File: src/rtl/dmem_dump_arbiter_if.sv
// Shared data-RAM bus between the MEM stage, the debug dump channel and the RAM itself.
// The arbiter is the slave side; the surrounding pipeline/debug/RAM environment is the master.
interface dmem_dump_arbiter_if #(
    parameter int NB_DATA = 32,
    parameter int NB_ADDR = 8
);
    logic               i_pipe_we;
    logic [NB_ADDR-1:0] i_pipe_addr;
    logic [NB_DATA-1:0] i_pipe_wdata;
    logic [NB_DATA-1:0] o_pipe_rdata;
    logic               o_pipe_stall;

    logic               i_dbg_req;
    logic [NB_ADDR-1:0] i_dbg_base;
    logic [NB_ADDR:0]   i_dbg_count;
    logic               i_dbg_ready;
    logic               o_dbg_valid;
    logic [NB_DATA-1:0] o_dbg_data;
    logic               o_dbg_busy;
    logic               o_dbg_done;

    logic               o_mem_we;
    logic [NB_ADDR-1:0] o_mem_addr;
    logic [NB_DATA-1:0] o_mem_wdata;
    logic [NB_DATA-1:0] i_mem_rdata;

    modport slave (
        input  i_pipe_we, i_pipe_addr, i_pipe_wdata,
        output o_pipe_rdata, o_pipe_stall,
        input  i_dbg_req, i_dbg_base, i_dbg_count, i_dbg_ready,
        output o_dbg_valid, o_dbg_data, o_dbg_busy, o_dbg_done,
        output o_mem_we, o_mem_addr, o_mem_wdata,
        input  i_mem_rdata
    );

    modport master (
        output i_pipe_we, i_pipe_addr, i_pipe_wdata,
        input  o_pipe_rdata, o_pipe_stall,
        output i_dbg_req, i_dbg_base, i_dbg_count, i_dbg_ready,
        input  o_dbg_valid, o_dbg_data, o_dbg_busy, o_dbg_done,
        input  o_mem_we, o_mem_addr, o_mem_wdata,
        output i_mem_rdata
    );
endinterface

File: src/rtl/dmem_dump_arbiter.sv
// Shares the single-port data RAM between the MEM stage and the debug dump engine.
// A dump stalls the pipeline, lets the in-flight access drain, then streams RAM words out.
module dmem_dump_arbiter #(
    parameter int NB_DATA = 32,
    parameter int NB_ADDR = 8
) (
    input  logic                clk,
    input  logic                i_rst_n,
    dmem_dump_arbiter_if.slave  bus
);

    typedef enum logic [2:0] {
        IDLE,
        DRAIN,
        READ,
        SEND,
        DONE
    } state_t;

    localparam logic [NB_ADDR:0] FULL_COUNT = {1'b1, {NB_ADDR{1'b0}}};
    localparam logic [NB_ADDR:0] ONE_WORD   = (NB_ADDR+1)'(1);

    state_t             state_q;
    logic [NB_ADDR-1:0] ptr_q;
    logic [NB_ADDR:0]   remaining_q;
    logic [NB_DATA-1:0] data_q;
    logic               stall_q;
    logic               valid_q;
    logic               done_q;
    logic [NB_ADDR:0]   count_d;
    logic               pipe_owns_ram;

    // Counts beyond the RAM size would revisit words, so cap at one full pass.
    always_comb begin
        count_d = bus.i_dbg_count;
        if (bus.i_dbg_count > FULL_COUNT) begin
            count_d = FULL_COUNT;
        end
    end

    always_ff @(posedge clk or negedge i_rst_n) begin
        if (!i_rst_n) begin
            state_q     <= IDLE;
            ptr_q       <= '0;
            remaining_q <= '0;
            data_q      <= '0;
            stall_q     <= 1'b0;
            valid_q     <= 1'b0;
            done_q      <= 1'b0;
        end else begin
            case (state_q)
                IDLE: begin
                    if (bus.i_dbg_req) begin
                        ptr_q       <= bus.i_dbg_base;
                        remaining_q <= count_d;
                        stall_q     <= 1'b1;
                        if (count_d == '0) begin
                            state_q <= DONE;
                            done_q  <= 1'b1;
                        end else begin
                            state_q <= DRAIN;
                        end
                    end
                end
                DRAIN: state_q <= READ;
                READ: begin
                    data_q  <= bus.i_mem_rdata;
                    valid_q <= 1'b1;
                    state_q <= SEND;
                end
                SEND: begin
                    if (bus.i_dbg_ready) begin
                        valid_q     <= 1'b0;
                        ptr_q       <= ptr_q + 1'b1;
                        remaining_q <= remaining_q - ONE_WORD;
                        if (remaining_q == ONE_WORD) begin
                            state_q <= DONE;
                            done_q  <= 1'b1;
                        end else begin
                            state_q <= READ;
                        end
                    end
                end
                DONE: begin
                    done_q  <= 1'b0;
                    stall_q <= 1'b0;
                    state_q <= IDLE;
                end
                default: begin
                    state_q <= IDLE;
                    stall_q <= 1'b0;
                    valid_q <= 1'b0;
                    done_q  <= 1'b0;
                end
            endcase
        end
    end

    // DRAIN still hands the port to the pipeline so a store already in MEM commits.
    assign pipe_owns_ram = (state_q == IDLE) || (state_q == DRAIN);

    always_comb begin
        if (pipe_owns_ram) begin
            bus.o_mem_we    = bus.i_pipe_we;
            bus.o_mem_addr  = bus.i_pipe_addr;
            bus.o_mem_wdata = bus.i_pipe_wdata;
        end else begin
            bus.o_mem_we    = 1'b0;
            bus.o_mem_addr  = ptr_q;
            bus.o_mem_wdata = '0;
        end
    end

    assign bus.o_pipe_rdata = bus.i_mem_rdata;
    assign bus.o_pipe_stall = stall_q;
    assign bus.o_dbg_busy   = stall_q;
    assign bus.o_dbg_valid  = valid_q;
    assign bus.o_dbg_data   = data_q;
    assign bus.o_dbg_done   = done_q;

endmodule

File: src/flat_wrapper.sv
// flat-port wrapper written by rule: the top's interface ports become plain ports
module dmem_dump_arbiter_flat 
#(
    parameter int NB_DATA = 32,
    parameter int NB_ADDR = 8
)
  (clk, i_rst_n, bus_i_pipe_we, bus_i_pipe_addr, bus_i_pipe_wdata, bus_o_pipe_rdata, bus_o_pipe_stall, bus_i_dbg_req, bus_i_dbg_base, bus_i_dbg_count, bus_i_dbg_ready, bus_o_dbg_valid, bus_o_dbg_data, bus_o_dbg_busy, bus_o_dbg_done, bus_o_mem_we, bus_o_mem_addr, bus_o_mem_wdata, bus_i_mem_rdata);
  dmem_dump_arbiter_if #(.NB_DATA(NB_DATA), .NB_ADDR(NB_ADDR)) bus_i ();
  input  logic clk;
  input  logic i_rst_n;
  input wire logic [$bits(bus_i.i_pipe_we)-1:0] bus_i_pipe_we;
  input wire logic [$bits(bus_i.i_pipe_addr)-1:0] bus_i_pipe_addr;
  input wire logic [$bits(bus_i.i_pipe_wdata)-1:0] bus_i_pipe_wdata;
  output wire logic [$bits(bus_i.o_pipe_rdata)-1:0] bus_o_pipe_rdata;
  output wire logic [$bits(bus_i.o_pipe_stall)-1:0] bus_o_pipe_stall;
  input wire logic [$bits(bus_i.i_dbg_req)-1:0] bus_i_dbg_req;
  input wire logic [$bits(bus_i.i_dbg_base)-1:0] bus_i_dbg_base;
  input wire logic [$bits(bus_i.i_dbg_count)-1:0] bus_i_dbg_count;
  input wire logic [$bits(bus_i.i_dbg_ready)-1:0] bus_i_dbg_ready;
  output wire logic [$bits(bus_i.o_dbg_valid)-1:0] bus_o_dbg_valid;
  output wire logic [$bits(bus_i.o_dbg_data)-1:0] bus_o_dbg_data;
  output wire logic [$bits(bus_i.o_dbg_busy)-1:0] bus_o_dbg_busy;
  output wire logic [$bits(bus_i.o_dbg_done)-1:0] bus_o_dbg_done;
  output wire logic [$bits(bus_i.o_mem_we)-1:0] bus_o_mem_we;
  output wire logic [$bits(bus_i.o_mem_addr)-1:0] bus_o_mem_addr;
  output wire logic [$bits(bus_i.o_mem_wdata)-1:0] bus_o_mem_wdata;
  input wire logic [$bits(bus_i.i_mem_rdata)-1:0] bus_i_mem_rdata;
  assign bus_i.i_pipe_we = bus_i_pipe_we;
  assign bus_i.i_pipe_addr = bus_i_pipe_addr;
  assign bus_i.i_pipe_wdata = bus_i_pipe_wdata;
  assign bus_o_pipe_rdata = bus_i.o_pipe_rdata;
  assign bus_o_pipe_stall = bus_i.o_pipe_stall;
  assign bus_i.i_dbg_req = bus_i_dbg_req;
  assign bus_i.i_dbg_base = bus_i_dbg_base;
  assign bus_i.i_dbg_count = bus_i_dbg_count;
  assign bus_i.i_dbg_ready = bus_i_dbg_ready;
  assign bus_o_dbg_valid = bus_i.o_dbg_valid;
  assign bus_o_dbg_data = bus_i.o_dbg_data;
  assign bus_o_dbg_busy = bus_i.o_dbg_busy;
  assign bus_o_dbg_done = bus_i.o_dbg_done;
  assign bus_o_mem_we = bus_i.o_mem_we;
  assign bus_o_mem_addr = bus_i.o_mem_addr;
  assign bus_o_mem_wdata = bus_i.o_mem_wdata;
  assign bus_i.i_mem_rdata = bus_i_mem_rdata;
  dmem_dump_arbiter #(.NB_DATA(NB_DATA), .NB_ADDR(NB_ADDR)) u_core (.clk(clk), .i_rst_n(i_rst_n), .bus(bus_i));
endmodule
File: config.mk
export PLATFORM = sky130hd
export DESIGN_NAME = dmem_dump_arbiter_flat
export DESIGN_NICKNAME = d
export VERILOG_FILES = /design/src/rtl/dmem_dump_arbiter_if.sv /design/src/rtl/dmem_dump_arbiter.sv /design/src/flat_wrapper.sv
export SDC_FILE = /design/constraint.sdc
export NUM_CORES = 1
export LEC_CHECK = 0
export ABC_CLOCK_PERIOD_IN_PS = 1800
export BUFFER_PORTS_ARGS = -buffer_cell sky130_fd_sc_hd__buf_2
export CAP_MARGIN = 0
export CORE_UTILIZATION = 35
export CTS_CLUSTER_SIZE = 16
export DETAILED_ROUTE_END_ITERATION = 10
export PLACE_DENSITY = 0.71
export SLEW_MARGIN = 15
export SYNTH_ARGS = -nofsm -noshare
export SYNTH_HDL_FRONTEND = slang
export SYNTH_SLANG_ARGS = --single-unit
File: constraint.sdc
create_clock -name clk -period 1.8 [get_ports clk]
set_clock_uncertainty 0.2 [all_clocks]
set_input_delay 0 -clock clk [delete_from_list [all_inputs] [get_ports clk]]
set_output_delay 0 -clock clk [all_outputs]
set_load 0.02 [all_outputs]
Word level (Yosys, flattened, before mapping). Cells that the tools add are included.

Word-level logic and storage cells: 58. Register bits: 55. Input port bits: 94. Output and inout bits: 109.

Mux-type cells: 24. $lt $le $gt $ge: 1. Reduce and logical (&&, ||, !) cells: 12. Bitwise operators: 3. Add/sub/neg operators: 2. Equal/unequal tests: 9.

Operator list (count): $mux 32 (1); $mux 9 (3); $mux 8 (3); $pmux 9 s2 (1); $pmux 8 s2 (1); $mux 3 (4); $pmux 3 s4 (1); $eq 9x1->1 const B (1); $gt 9x9->1 const B (1); $logic_not 9->1 (1); $sub 9x1->9 const B (1); $add 8x1->8 const B (1); $mux 1 (7); $eq 3x2->1 const B (2); $pmux 1 s3 (2); $reduce_and 2->1 (3); $reduce_or 3->1 (2); $reduce_and 5->1 (1); $ne 2x1->1 const B (2); $ne 2x2->1 const B (2); $eq 3x1->1 const B (1); $eq 3x3->1 const B (1); $logic_not 3->1 (1); $not 1->1 (3); other kinds (5) (5).

Depth between registers and ports, before layout. Gate-level depths: netlist (run 1).

Depth after elaboration: 6. Mapped depth: 7. Mapped depth without buffers: 6.

Worst setup path after synthesis (run 1). No wires, ideal clock.

Path type: register -> register. From: register u_core.remaining_q[0]. To: register u_core.remaining_q[6]. Path buffers: 0. Required time: 1.474 ns. Setup time: 0.126 ns. Period minus slack after synthesis: 2.020 ns. Cell stages (with the launch flop): 7. Path slack: -0.220 ns. Arrival time: 1.694 ns. Path through: dfrtp_1 > inv_1 > ha_1 > or3b_4 > o311a_1 > a21o_1 > a221o_1.

Cells in the longest elaborated chain, start to end: 3.

Ends and longest elaborated chain: start, declared (RTL line dmem_dump_arbiter.sv:25) `logic [NB_ADDR:0] remaining_q;`; start signal, assigned (RTL line dmem_dump_arbiter.sv:55) `remaining_q <= count_d;`; start signal, assigned (RTL line dmem_dump_arbiter.sv:75) `remaining_q <= remaining_q - ONE_WORD;`; $sub 9x1->9 (RTL line dmem_dump_arbiter.sv:75); $mux 9 (RTL line dmem_dump_arbiter.sv:72) `if (bus.i_dbg_ready) begin`; $pmux 9 s2 (RTL line dmem_dump_arbiter.sv:51) `case (state_q)`.

No other way between the ends. The select of a mux whose other input is x is not followed. A chain may end at the register's enable or synchronous reset.

Worst setup path in the final report (run 1).
From: register u_core.remaining_q[1]. To: register u_core.remaining_q[6].

The elaborated chain is that of the path after synthesis.

==> impl_metrics.tcl, run 1 <==
set metrics [dict create \
    status "finished with violations" \
    violations "negative setup slack" \
    vias 3378 \
    cts_inserted_buffers 5 \
    start_util_pct 35.89 \
    maxCapViolations 0 \
    synth.top_cell.area_share_pct 44.19 \
    cellLeakagePower_nw 2.819 \
    p_sw_share_pct 37.03 \
    synth_nets 396 \
    preCtsSetupSlack_ps -200.1 \
    yosysWarnings 0 \
    grtUsageTotal_pct 20.00 \
    pwr-share-comb_pct 48.4 \
    final_nets 657 \
    routed_wl_mm 11.83 \
    io_buffers 202 \
    dr.first_iter.drc_count 199 \
    synth_top_family_by_area "simple AND/OR/NAND/NOR gates" \
    p_int_mw 3.353 \
    hold_viol 0 \
    regArea_um2 1380 \
    n_fill_cell 661 \
    whs_ps 7.226 \
    wl_per_cell_um 17.66 \
    drive_above_1_share_pct 64.53 \
    fp.dieH_um 96.33 \
    synthAdderAreaFrac_pct 1.205 \
    clkLatencyLatePin_ps 310 \
    criticalPathCategory "register to register" \
    grt_max_degree 33 \
    synthSimpleGateAreaFrac_pct 16.03 \
    synth_xor_area_share_pct 0 \
    hold_class "primary input to async pin" \
    viasPerCell 5.042 \
    cp-start-kind "register" \
    synth_common_cells "55 x dfrtp_1, 40 x mux2_2, 36 x buf_4" \
    setup_viol 13 \
    dr.pass1.iters 5 \
    slew_headroom_pct 50.04 \
    coreArea_um2 8678 \
    pwr-share-seq_pct 35.7 \
    floorplan.die_area_um2 9279 \
    crit_path_end_kind "register" \
    die_w_um 96.33 \
    synth.area.top_cells "dfrtp_1 44%, mux2_2 14%, buf_4 8.7%, and2_1 6.6%, a21oi_1 3.1%" \
    switchingPower_mw 1.972 \
    num_rows 34 \
    antenna_left 0 \
    drc 0 \
    path_clk_slew_ps 100 \
    yosysMostFrequentCell "dfrtp_1" \
    slew_viol_final 0 \
    boundaryPins 203 \
    seq_area_frac_synth_pct 44.19 \
    grt-ovfl-total 0 \
    grt_pass1_vias 3024 \
    yosys.area.top_type "dfrtp_1" \
    period_needed_ps 2004 \
    clockPowerShare_pct 15.9 \
    syn_area_um2 3114 \
    p_per_area_nw_per_um2 930.9 \
    ys_ff_latch 55 \
    dp_hpwl_mm 6.368 \
    syn_inst 299 \
    synthToLayoutAreaGrowth_pct 83.69 \
    post-route-period-util_pct 111.3 \
    grt_pass1_wl_mm 14.21 \
    worst_slew_pin_slew_ps 746.9 \
    synth_compound_area_share_pct 11.89 \
    synth_edf_count 0 \
    path_max_fanout 3 \
    h-tree-depth 2 \
    grt_setup_unrepaired "yes" \
    clock_sinks 55 \
    antenna_found_initial 1 \
    required_ps 1790 \
    gp_congestion 0.8950 \
    crit_arrival_ps 2000 \
    syn_avg_cell_area_um2 10.42 \
    yosys_most_used_dff "dfrtp_1" \
    cts_buffer_depth 2 \
    yosysUniqueCellTypes 43 \
    cts_tree "built" \
    ir_drop_mv 0.6057 \
    muxShareOfSynthArea_pct 15.11 \
    cts-root-buf "clkbuf_8" \
    setup_ws_ps -204.1 \
    r2r_setup_slack_ps -200 \
    multi_input_area_um2 1667 \
    synth-async-reset-ratio_pct 100.0 \
    max_freq_mhz 499.0 \
    final_core_util_pct 65.92 \
]
## metrics by stage
step	setup TNS, ps	total power [mW]	cell area (um^2)	instances
floorplan	-255.2	3.094	3114	299
global placement	-187.6	3.764	4188	586
detailed placement	-259.2	3.832	4188	586
CTS	-698.1	4.941	5125	659
global route	-2113	5.622	5720	670
finish	-567.3	5.325	5720	670
## power groups by stage
stage	Combinational (mW)	Clock, mW	Sequential, mW
after global placement	1.91	0	1.85
after detailed placement	1.96	0	1.87
after CTS	2.21	0.878	1.85
final	2.57	0.849	1.90
after floorplan	1.04	0	2.05
after global routing	2.76	0.912	1.95
## placed cells by master (no fill, tap or decap), drive strengths merged, types with 2 or more instances in the layout
| cell type | instances |
|---|---|
| buf | 245 |
| dfrtp | 55 |
| dlygate4sd3 | 53 |
| mux2 | 40 |
| and2 | 33 |
| a21oi | 19 |
| clkbuf | 12 |
| nor2 | 11 |
| nand2 | 10 |
| nand3 | 9 |
| o21ai | 9 |
| a31oi | 8 |
| inv | 7 |
| nor3 | 6 |
| o22ai | 4 |
| a2bb2oi | 4 |
| nand2b | 3 |
| nor4 | 3 |
| ha | 3 |
| and3 | 2 |
| mux2i | 2 |
| o2bb2ai | 2 |
| and4b | 2 |
| nor3b | 2 |
## metal layers
| layer | GRT usage, % | share of wire, % | vias to the layer above |
|---|---|---|---|
| met5 | 0 | 0 | - |
| met4 | 8.088 | 2.4 | 0 |
| met3 | 3.318 | 6.1 | 27 |
| met2 | 35.11 | 54 | 150 |
| met1 | 24.26 | 38 | 1664 |
| li1 | - | - | 1537 |
## path summary, 6_finish.rpt
| path | from | end | cells past startpoint |
|---|---|---|---|
| max in group asynchronous | i_rst_n | u_core.state_q[2]$_DFFE_PN0P_ | 3 |
| hold / removal | i_rst_n | u_core.bus.o_dbg_data[13]$_DFFE_PN0P_ | 3 |
| setup / recovery | u_core.remaining_q[1]$_DFFE_PN0P_ | u_core.remaining_q[6]$_DFFE_PN0P_ | 6 |
| setup reg to reg | u_core.remaining_q[1]$_DFFE_PN0P_ | u_core.remaining_q[6]$_DFFE_PN0P_ | 6 |
| hold reg to reg | u_core.bus.o_dbg_data[0]$_DFFE_PN0P_ | u_core.bus.o_dbg_data[0]$_DFFE_PN0P_ | 1 |
| min in group clk | bus_i_pipe_wdata[31] | bus_o_mem_wdata[31] | 3 |
## worst max-delay path: stages (launching register included)
cell and delay, ps:
dfrtp_1 400, inv_2 80, ha_4 130, or3b_4 380, o311a_1 290, a21o_1 150, a221o_1 260
## flip-flops by register name, summed over array words and instances, names as in the netlist
name	flops
u_core.bus.o_dbg_busy	1
u_core.bus.o_dbg_valid	1
u_core.bus.o_dbg_done	1
u_core.bus.o_dbg_data	32
u_core.remaining_q	9
u_core.state_q	3
u_core.ptr_q	8
## logic make-up after synthesis
family,count (synthesis)
mux,42
compound gates,56
fa+ha+maj,3
simple gates,86
buf+inv,57
flops,55
## cell type report
type	count	share of cell area (%)
Clock buffer	6	1.444
Sequential cell	55	24.13
Tap cell	108	2.362
Inverter	7	0.4593
Clock inverter	2	0.6124
Antenna cell	1	0.04374
Multi-Input combinational cell	187	29.13
Timing Repair Buffer	304	41.82
## what timing repair did
| action | CTS | global route |
|---|---|---|
| pin swaps | 3 | 26 |
| endpoints found under the setup margin | 12 | 91 |
| buffers inserted | 9 | 4 |
| hold endpoints to repair | 110 | 0 |
| hold buffers | 53 | 0 |
| cloned | 3 | 7 |
| gates resized for setup | 48 | 134 |
No activity file was read; power rests on OpenSTA's default activity.
==> run 2: changes to the inputs <==
--- a/config.mk
+++ b/config.mk
@@ -5,13 +5,13 @@
 export SDC_FILE = /design/constraint.sdc
 export NUM_CORES = 1
 export LEC_CHECK = 0
-export ABC_CLOCK_PERIOD_IN_PS = 1800
+export ABC_CLOCK_PERIOD_IN_PS = 2340
 export BUFFER_PORTS_ARGS = -buffer_cell sky130_fd_sc_hd__buf_2
 export CAP_MARGIN = 0
 export CORE_UTILIZATION = 35
 export CTS_CLUSTER_SIZE = 16
 export DETAILED_ROUTE_END_ITERATION = 10
-export PLACE_DENSITY = 0.71
+export PLACE_DENSITY = 0.8
 export SLEW_MARGIN = 15
 export SYNTH_ARGS = -nofsm -noshare
 export SYNTH_HDL_FRONTEND = slang
==> constraint.sdc (replaced) <==
create_clock -name clk -period 2.34 [get_ports clk]
set_clock_uncertainty 0.2 [all_clocks]
set_input_delay 0 -clock clk [delete_from_list [all_inputs] [get_ports clk]]
set_output_delay 0 -clock clk [all_outputs]
set_load 0.02 [all_outputs]
==> run 2 against run 1 <==
The flow now finishes without violations. Final cell count down 6.0%. Count of clock-buffer cells in the layout unchanged. Sequential power down 24%. First-iteration DRC count down 55%. Combinational power down 42%. Critical endpoint is now u_core.remaining_q[3]$_DFFE_PN0P_. Largest cell class unchanged.
==> impl_metrics.tcl, run 2 (synthesis results as in run 1) <==
set metrics [dict create \
    crit_arrival_ps 2180 \
    dp_hpwl_mm 5.729 \
    largest_reg_flops 32 \
    required_ps 2310 \
    ir_drop_mv 0.3118 \
    boundaryPins 203 \
    gp_congestion 0.8274 \
    num_rows 34 \
    preCtsSetupSlack_ps 227.4 \
    routed_wl_mm 8.197 \
    setup_ws_ps 130.0 \
    multi_input_area_um2 1386 \
    post-route-period-util_pct 94.44 \
    floorplan.die_area_um2 9279 \
    cts_inserted_buffers 5 \
    grt_pass1_wl_mm 12.10 \
    layout.cells.most_common "buf_2" \
    crit_chain "and3b_1, buf_6, nor2_1, a22oi_1, dlygate4sd3_1, o21ai_0" \
    top_layer "met4" \
    cts-root-buf "clkbuf_8" \
    grt-ovfl-total 0 \
    worst_slew_pin_slew_ps 614.5 \
    r2r_setup_slack_ps 130 \
    wl_met2_mm 4.534 \
    n_fill_cell 783 \
    grtUsageTotal_pct 16.77 \
    clkLatencyLatePin_ps 300 \
    io_buffers 202 \
    coreArea_um2 8678 \
    antenna_left 0 \
    synthToLayoutAreaGrowth_pct 49.06 \
    die_w_um 96.33 \
    slew_headroom_pct 59.03 \
    wl_met3_um 406 \
    final_nets 620 \
    start_util_pct 35.89 \
    crit_path_end_kind "register" \
    timing.rr.start "u_core.state_q[2]$_DFFE_PN0P_" \
    wl_per_cell_um 13.01 \
    criticalPathCategory "register to register" \
    period_needed_ps 2210 \
    slew_viol_final 0 \
    dr.first_iter.drc_count 90 \
    antenna_found_initial 0 \
    p_per_area_nw_per_um2 733.3 \
    final_cell_mix "202 x buf_2, 56 x dlygate4sd3_1, 53 x dfrtp_1" \
    fp.dieH_um 96.33 \
    path_max_fanout 25 \
    cellLeakagePower_nw 2.337 \
    cp-startpoint "u_core.state_q[2]$_DFFE_PN0P_" \
    status "finished clean" \
    setup_viol 0 \
    drive_above_1_share_pct 50.77 \
    hold_viol 0 \
    n_antenna_cell 0 \
    viasPerCell 4.738 \
    cts_buffer_depth 2 \
    grt_setup_unrepaired "no" \
    cp-start-kind "register" \
    cts_tree "built" \
    max_freq_mhz 452.5 \
    path_clk_slew_ps 100 \
    setup_tns_ps 0 \
    grt_max_degree 42 \
    hold_class "primary input to async pin" \
    clock_sinks 55 \
    route.layer.met1.wl_mm 3.138 \
    cpPeakStageDelay_ps 570 \
    regArea_um2 1379 \
    h-tree-depth 2 \
    grt_pass1_vias 2712 \
    maxCapViolations 0 \
    crit_slowest_cell "dlygate4sd3_1" \
    dr.pass1.iters 4 \
    drc 0 \
    vias 2985 \
]
## run 2: changes by cell type in the layout (fill, tap and decap cells not counted), moves of 5 or more
cell,previous run,this run
mux2_2,16,40
and2_1,1,33
buf_4,29,8
mux2_4,24,0
and2_4,32,0
a21oi_2,5,0
buf_2,162,202
a21oi_1,14,19
clkbuf_16,6,0
buf_6,46,1
## run 2: worst max-delay path: cells and delay by family, from the launching register on
| family | cells | cell delay [ps] |
|---|---|---|
| AND/OR/NAND/NOR | 2 | 360 |
| buffers and inverters | 2 | 780 |
| AO/OA/AOI/OAI | 2 | 250 |
| flip-flops | 1 | 490 |
## run 2: worst paths after layout
| check | to | depth (start not counted) |
|---|---|---|
| min reg2reg | u_core.bus.o_dbg_data[9]$_DFFE_PN0P_ | 1 |
| min | u_core.ptr_q[1]$_DFFE_PN0P_ | 2 |
| max | u_core.remaining_q[3]$_DFFE_PN0P_ | 6 |
| max reg2reg | u_core.remaining_q[3]$_DFFE_PN0P_ | 6 |
| max in group asynchronous | u_core.bus.o_dbg_data[7]$_DFFE_PN0P_ | 3 |
| min in group clk | bus_o_mem_wdata[18] | 3 |
## run 2: per-stage QoR
stage | instances | power, mW | instance area [um^2] | util [%] | hold slack, ps
after floorplan | 299 | 2.380 | 3114 | - | -495.6
after global placement | 564 | 2.779 | 3973 | 45.78 | -137.4
after detailed placement | 564 | 2.820 | 3973 | 45.78 | -140.2
after CTS | 626 | 3.414 | 4606 | 53.07 | 70.36
after global routing | 630 | 3.665 | 4642 | 53.49 | 113.7
final | 630 | 3.404 | 4642 | 53.49 | 45.57
## run 2: layer usage
| metal | vias up | global-route usage [%] |
|---|---|---|
| met5 | - | 0 |
| met4 | 0 | 5.760 |
| met3 | 10 | 2.528 |
| met2 | 120 | 31.74 |
| met1 | 1394 | 18.99 |
| li1 | 1461 | - |
## run 2: area by class of cell
cell class / count / share of cell area (%)
Multi-Input combinational cell: 187 / 29.87
Timing Repair Buffer: 267 / 35.39
Tap cell: 108 / 2.911
Sequential cell: 55 / 29.70
Clock buffer: 6 / 1.563
Inverter: 7 / 0.5660
## run 2: power by group
part           leakage [nW]  internal (mW)  switching [mW]  total (mW)
registers             0.629           1.22           0.231        1.45
logic                  1.67          0.701           0.781        1.48
clock network        0.0371          0.201           0.275       0.475
## run 2: what timing repair did
| item | 4_1_cts | 5_1_grt |
|---|---|---|
| endpoints found under the setup margin | 0 | 3 |
| resized for setup | 0 | 3 |
| endpoints found under the hold margin | 79 | 0 |
| buffers inserted | 0 | 4 |
| hold buffers | 56 | 0 |
==> run 3: changes to the inputs <==
--- a/config.mk
+++ b/config.mk
@@ -5,12 +5,13 @@
 export SDC_FILE = /design/constraint.sdc
 export NUM_CORES = 1
 export LEC_CHECK = 0
-export ABC_CLOCK_PERIOD_IN_PS = 2340
+export ABC_CLOCK_PERIOD_IN_PS = 2600
 export BUFFER_PORTS_ARGS = -buffer_cell sky130_fd_sc_hd__buf_2
 export CAP_MARGIN = 0
 export CORE_UTILIZATION = 35
 export CTS_CLUSTER_SIZE = 16
 export DETAILED_ROUTE_END_ITERATION = 10
+export MAX_ROUTING_LAYER = met4
 export PLACE_DENSITY = 0.8
 export SLEW_MARGIN = 15
 export SYNTH_ARGS = -nofsm -noshare
==> constraint.sdc (replaced) <==
create_clock -name clk -period 2.6 [get_ports clk]
set_clock_uncertainty 0.2 [all_clocks]
set_input_delay 0.52 -clock clk [delete_from_list [all_inputs] [get_ports clk]]
set_output_delay 0.52 -clock clk [all_outputs]
set_load 0.02 [all_outputs]
==> run 3 against run 2 <==
First-iteration DRC count down 32%. Sequential power shrank 10%. Sequential share of layout area is 4.0 points higher. Largest power group is now registers. Routed wire length is 11% lower. Highest routed layer unchanged. Critical path type is now register to primary output.
==> impl_metrics.tcl, run 3 (synthesis results as in run 1) <==
set metrics [dict create \
    coreArea_um2 8678 \
    path_max_fanout 41 \
    dr.pass1.iters 4 \
    grt_setup_unrepaired "no" \
    slew_headroom_pct 42.75 \
    grtUsageTotal_pct 14.91 \
    clock_sinks 55 \
    hold_viol 0 \
    drc 0 \
    clockPowerShare_pct 15.5 \
    gp_congestion 0.9184 \
    crit_path_end_kind "primary output" \
    start_util_pct 35.89 \
    io_buffers 202 \
    clkLatencyLatePin_ps 300 \
    r2r-end "u_core.remaining_q[6]$_DFFE_PN0P_" \
    routed_wl_mm 7.303 \
    n_fill_cell 843 \
    crit_end "bus_o_mem_addr[5]" \
    final_nets 560 \
    max_freq_mhz 403.5 \
    period_needed_ps 2478 \
    boundaryPins 203 \
    regArea_um2 1376 \
    hold_class "primary input to async pin" \
    dp_hpwl_mm 5.805 \
    cts-root-buf "clkbuf_8" \
    h-tree-depth 2 \
    wl_per_cell_um 12.77 \
    n_antenna_cell 0 \
    num_rows 34 \
    grt-ovfl-total 0 \
    cp-start-kind "register" \
    grt_pass1_wl_mm 10.71 \
    cts_tree "built" \
    status "finished clean" \
    worst_slew_pin_slew_ps 850.9 \
    reg2regPathDepth 6 \
    floorplan.die_area_um2 9279 \
    grt_max_degree 42 \
    pwr-share-seq_pct 43.7 \
    cts_inserted_buffers 5 \
    p_sw_share_pct 38.82 \
    setup_viol 0 \
    fp.dieH_um 96.33 \
    slew_viol_final 0 \
    antenna_found_initial 0 \
    required_ps 1880 \
    p_int_mw 1.825 \
    r2r_setup_slack_ps 440 \
    path_clk_slew_ps 100 \
    cts_buffer_depth 2 \
    multi_input_area_um2 1386 \
    vias 2782 \
    cts_setup_buffers 0 \
    maxCapViolations 0 \
    viasPerCell 4.864 \
    die_w_um 96.33 \
    grt_pass1_vias 2441 \
    cp-startpoint "u_core.state_q[2]$_DFFE_PN0P_" \
    p_per_area_nw_per_um2 731.6 \
    largest_reg_flops 32 \
    cellLeakagePower_nw 2.095 \
    layout.cells.most_common "buf_2" \
    final_cell_mix "202 x buf_2, 55 x dfrtp_1, 40 x mux2_2" \
    dr.first_iter.drc_count 61 \
    criticalPathCategory "register to primary output" \
    ir_drop_mv 0.2911 \
    whs_ps 1.876 \
    timing.rr.start "u_core.remaining_q[0]$_DFFE_PN0P_" \
    switchingPower_mw 1.158 \
    antenna_left 0 \
    crit_arrival_ps 1760 \
    setup_tns_ps 0 \
    drive_above_1_share_pct 56.47 \
    synthToLayoutAreaGrowth_pct 30.94 \
    pwr-share-comb_pct 40.8 \
    post-route-period-util_pct 95.32 \
]
-- run 3: worst min path at each step --
stage | start | to | slack [ps] | cells after the start
2_1_floorplan | i_rst_n | u_core.bus.o_dbg_busy$_DFFE_PN0P_ | 20 | 0
3_3_place_gp | u_core.bus.o_dbg_data[6]$_DFFE_PN0P_ | u_core.bus.o_dbg_data[6]$_DFFE_PN0P_ | 280 | 1
3_5_place_dp | u_core.bus.o_dbg_data[3]$_DFFE_PN0P_ | u_core.bus.o_dbg_data[3]$_DFFE_PN0P_ | 290 | 1
4_1_cts | i_rst_n | u_core.ptr_q[1]$_DFFE_PN0P_ | 10 | 1
5_1_grt | i_rst_n | u_core.ptr_q[5]$_DFFE_PN0P_ | 30 | 1
6_report | i_rst_n | u_core.ptr_q[1]$_DFFE_PN0P_ | 2 | 1
-- run 3: final cells by class --
cell class                 count  share of cell area (%)
clock buffer                   5                   1.688
clock inverter                 3                  0.4909
inverter                       7                  0.6444
multi-input combinational    187                   34.00
sequential                    55                   33.75
tap                          108                   3.314
timing repair buffer         207                   26.11
-- run 3: power by group through the flow --
| stage | logic [mW] | registers, mW | clock network (mW) |
|---|---|---|---|
| floorplan | 0.723 | 1.42 | 0 |
| finish | 1.22 | 1.30 | 0.463 |
| CTS | 1.22 | 1.30 | 0.493 |
| global route | 1.34 | 1.35 | 0.522 |
| detailed placement | 1.22 | 1.32 | 0 |
| global placement | 1.19 | 1.30 | 0 |
-- run 3: per-layer routing --
| metal | GRT usage (%) | up-vias | wire length, um |
|---|---|---|---|
| li1 | - | 1340 | - |
| met2 | 26.65 | 116 | 3804 |
| met3 | 1.896 | 11 | 405 |
| met1 | 17.24 | 1315 | 2997 |
| met4 | 4.902 | 0 | 96 |
| met5 | - | - | 0 |
-- run 3: per-stage QoR --
stage	util (%)	std cells	total power [mW]	instance area [um^2]	setup slack, ps
floorplan	-	299	2.142	3114	529.8
global placement	45.92	564	2.487	3985	453.9
detailed placement	45.92	564	2.539	3985	393.6
CTS	46.94	572	3.017	4074	49.83
global route	46.99	572	3.205	4078	18.34
finish	46.99	572	2.983	4078	121.7
-- run 3: worst max-delay path, cell delays in order (launching register included) --
cell and delay, ps:
dfrtp_1 520, nor2_2 160, buf_6 240, mux2_2 370, buf_2 160
-- run 3: timing repair --
item                                    4_1_cts  5_1_grt
hold buffers                                  0        0
endpoints found under the setup margin        0        8
resized for setup                             0        1
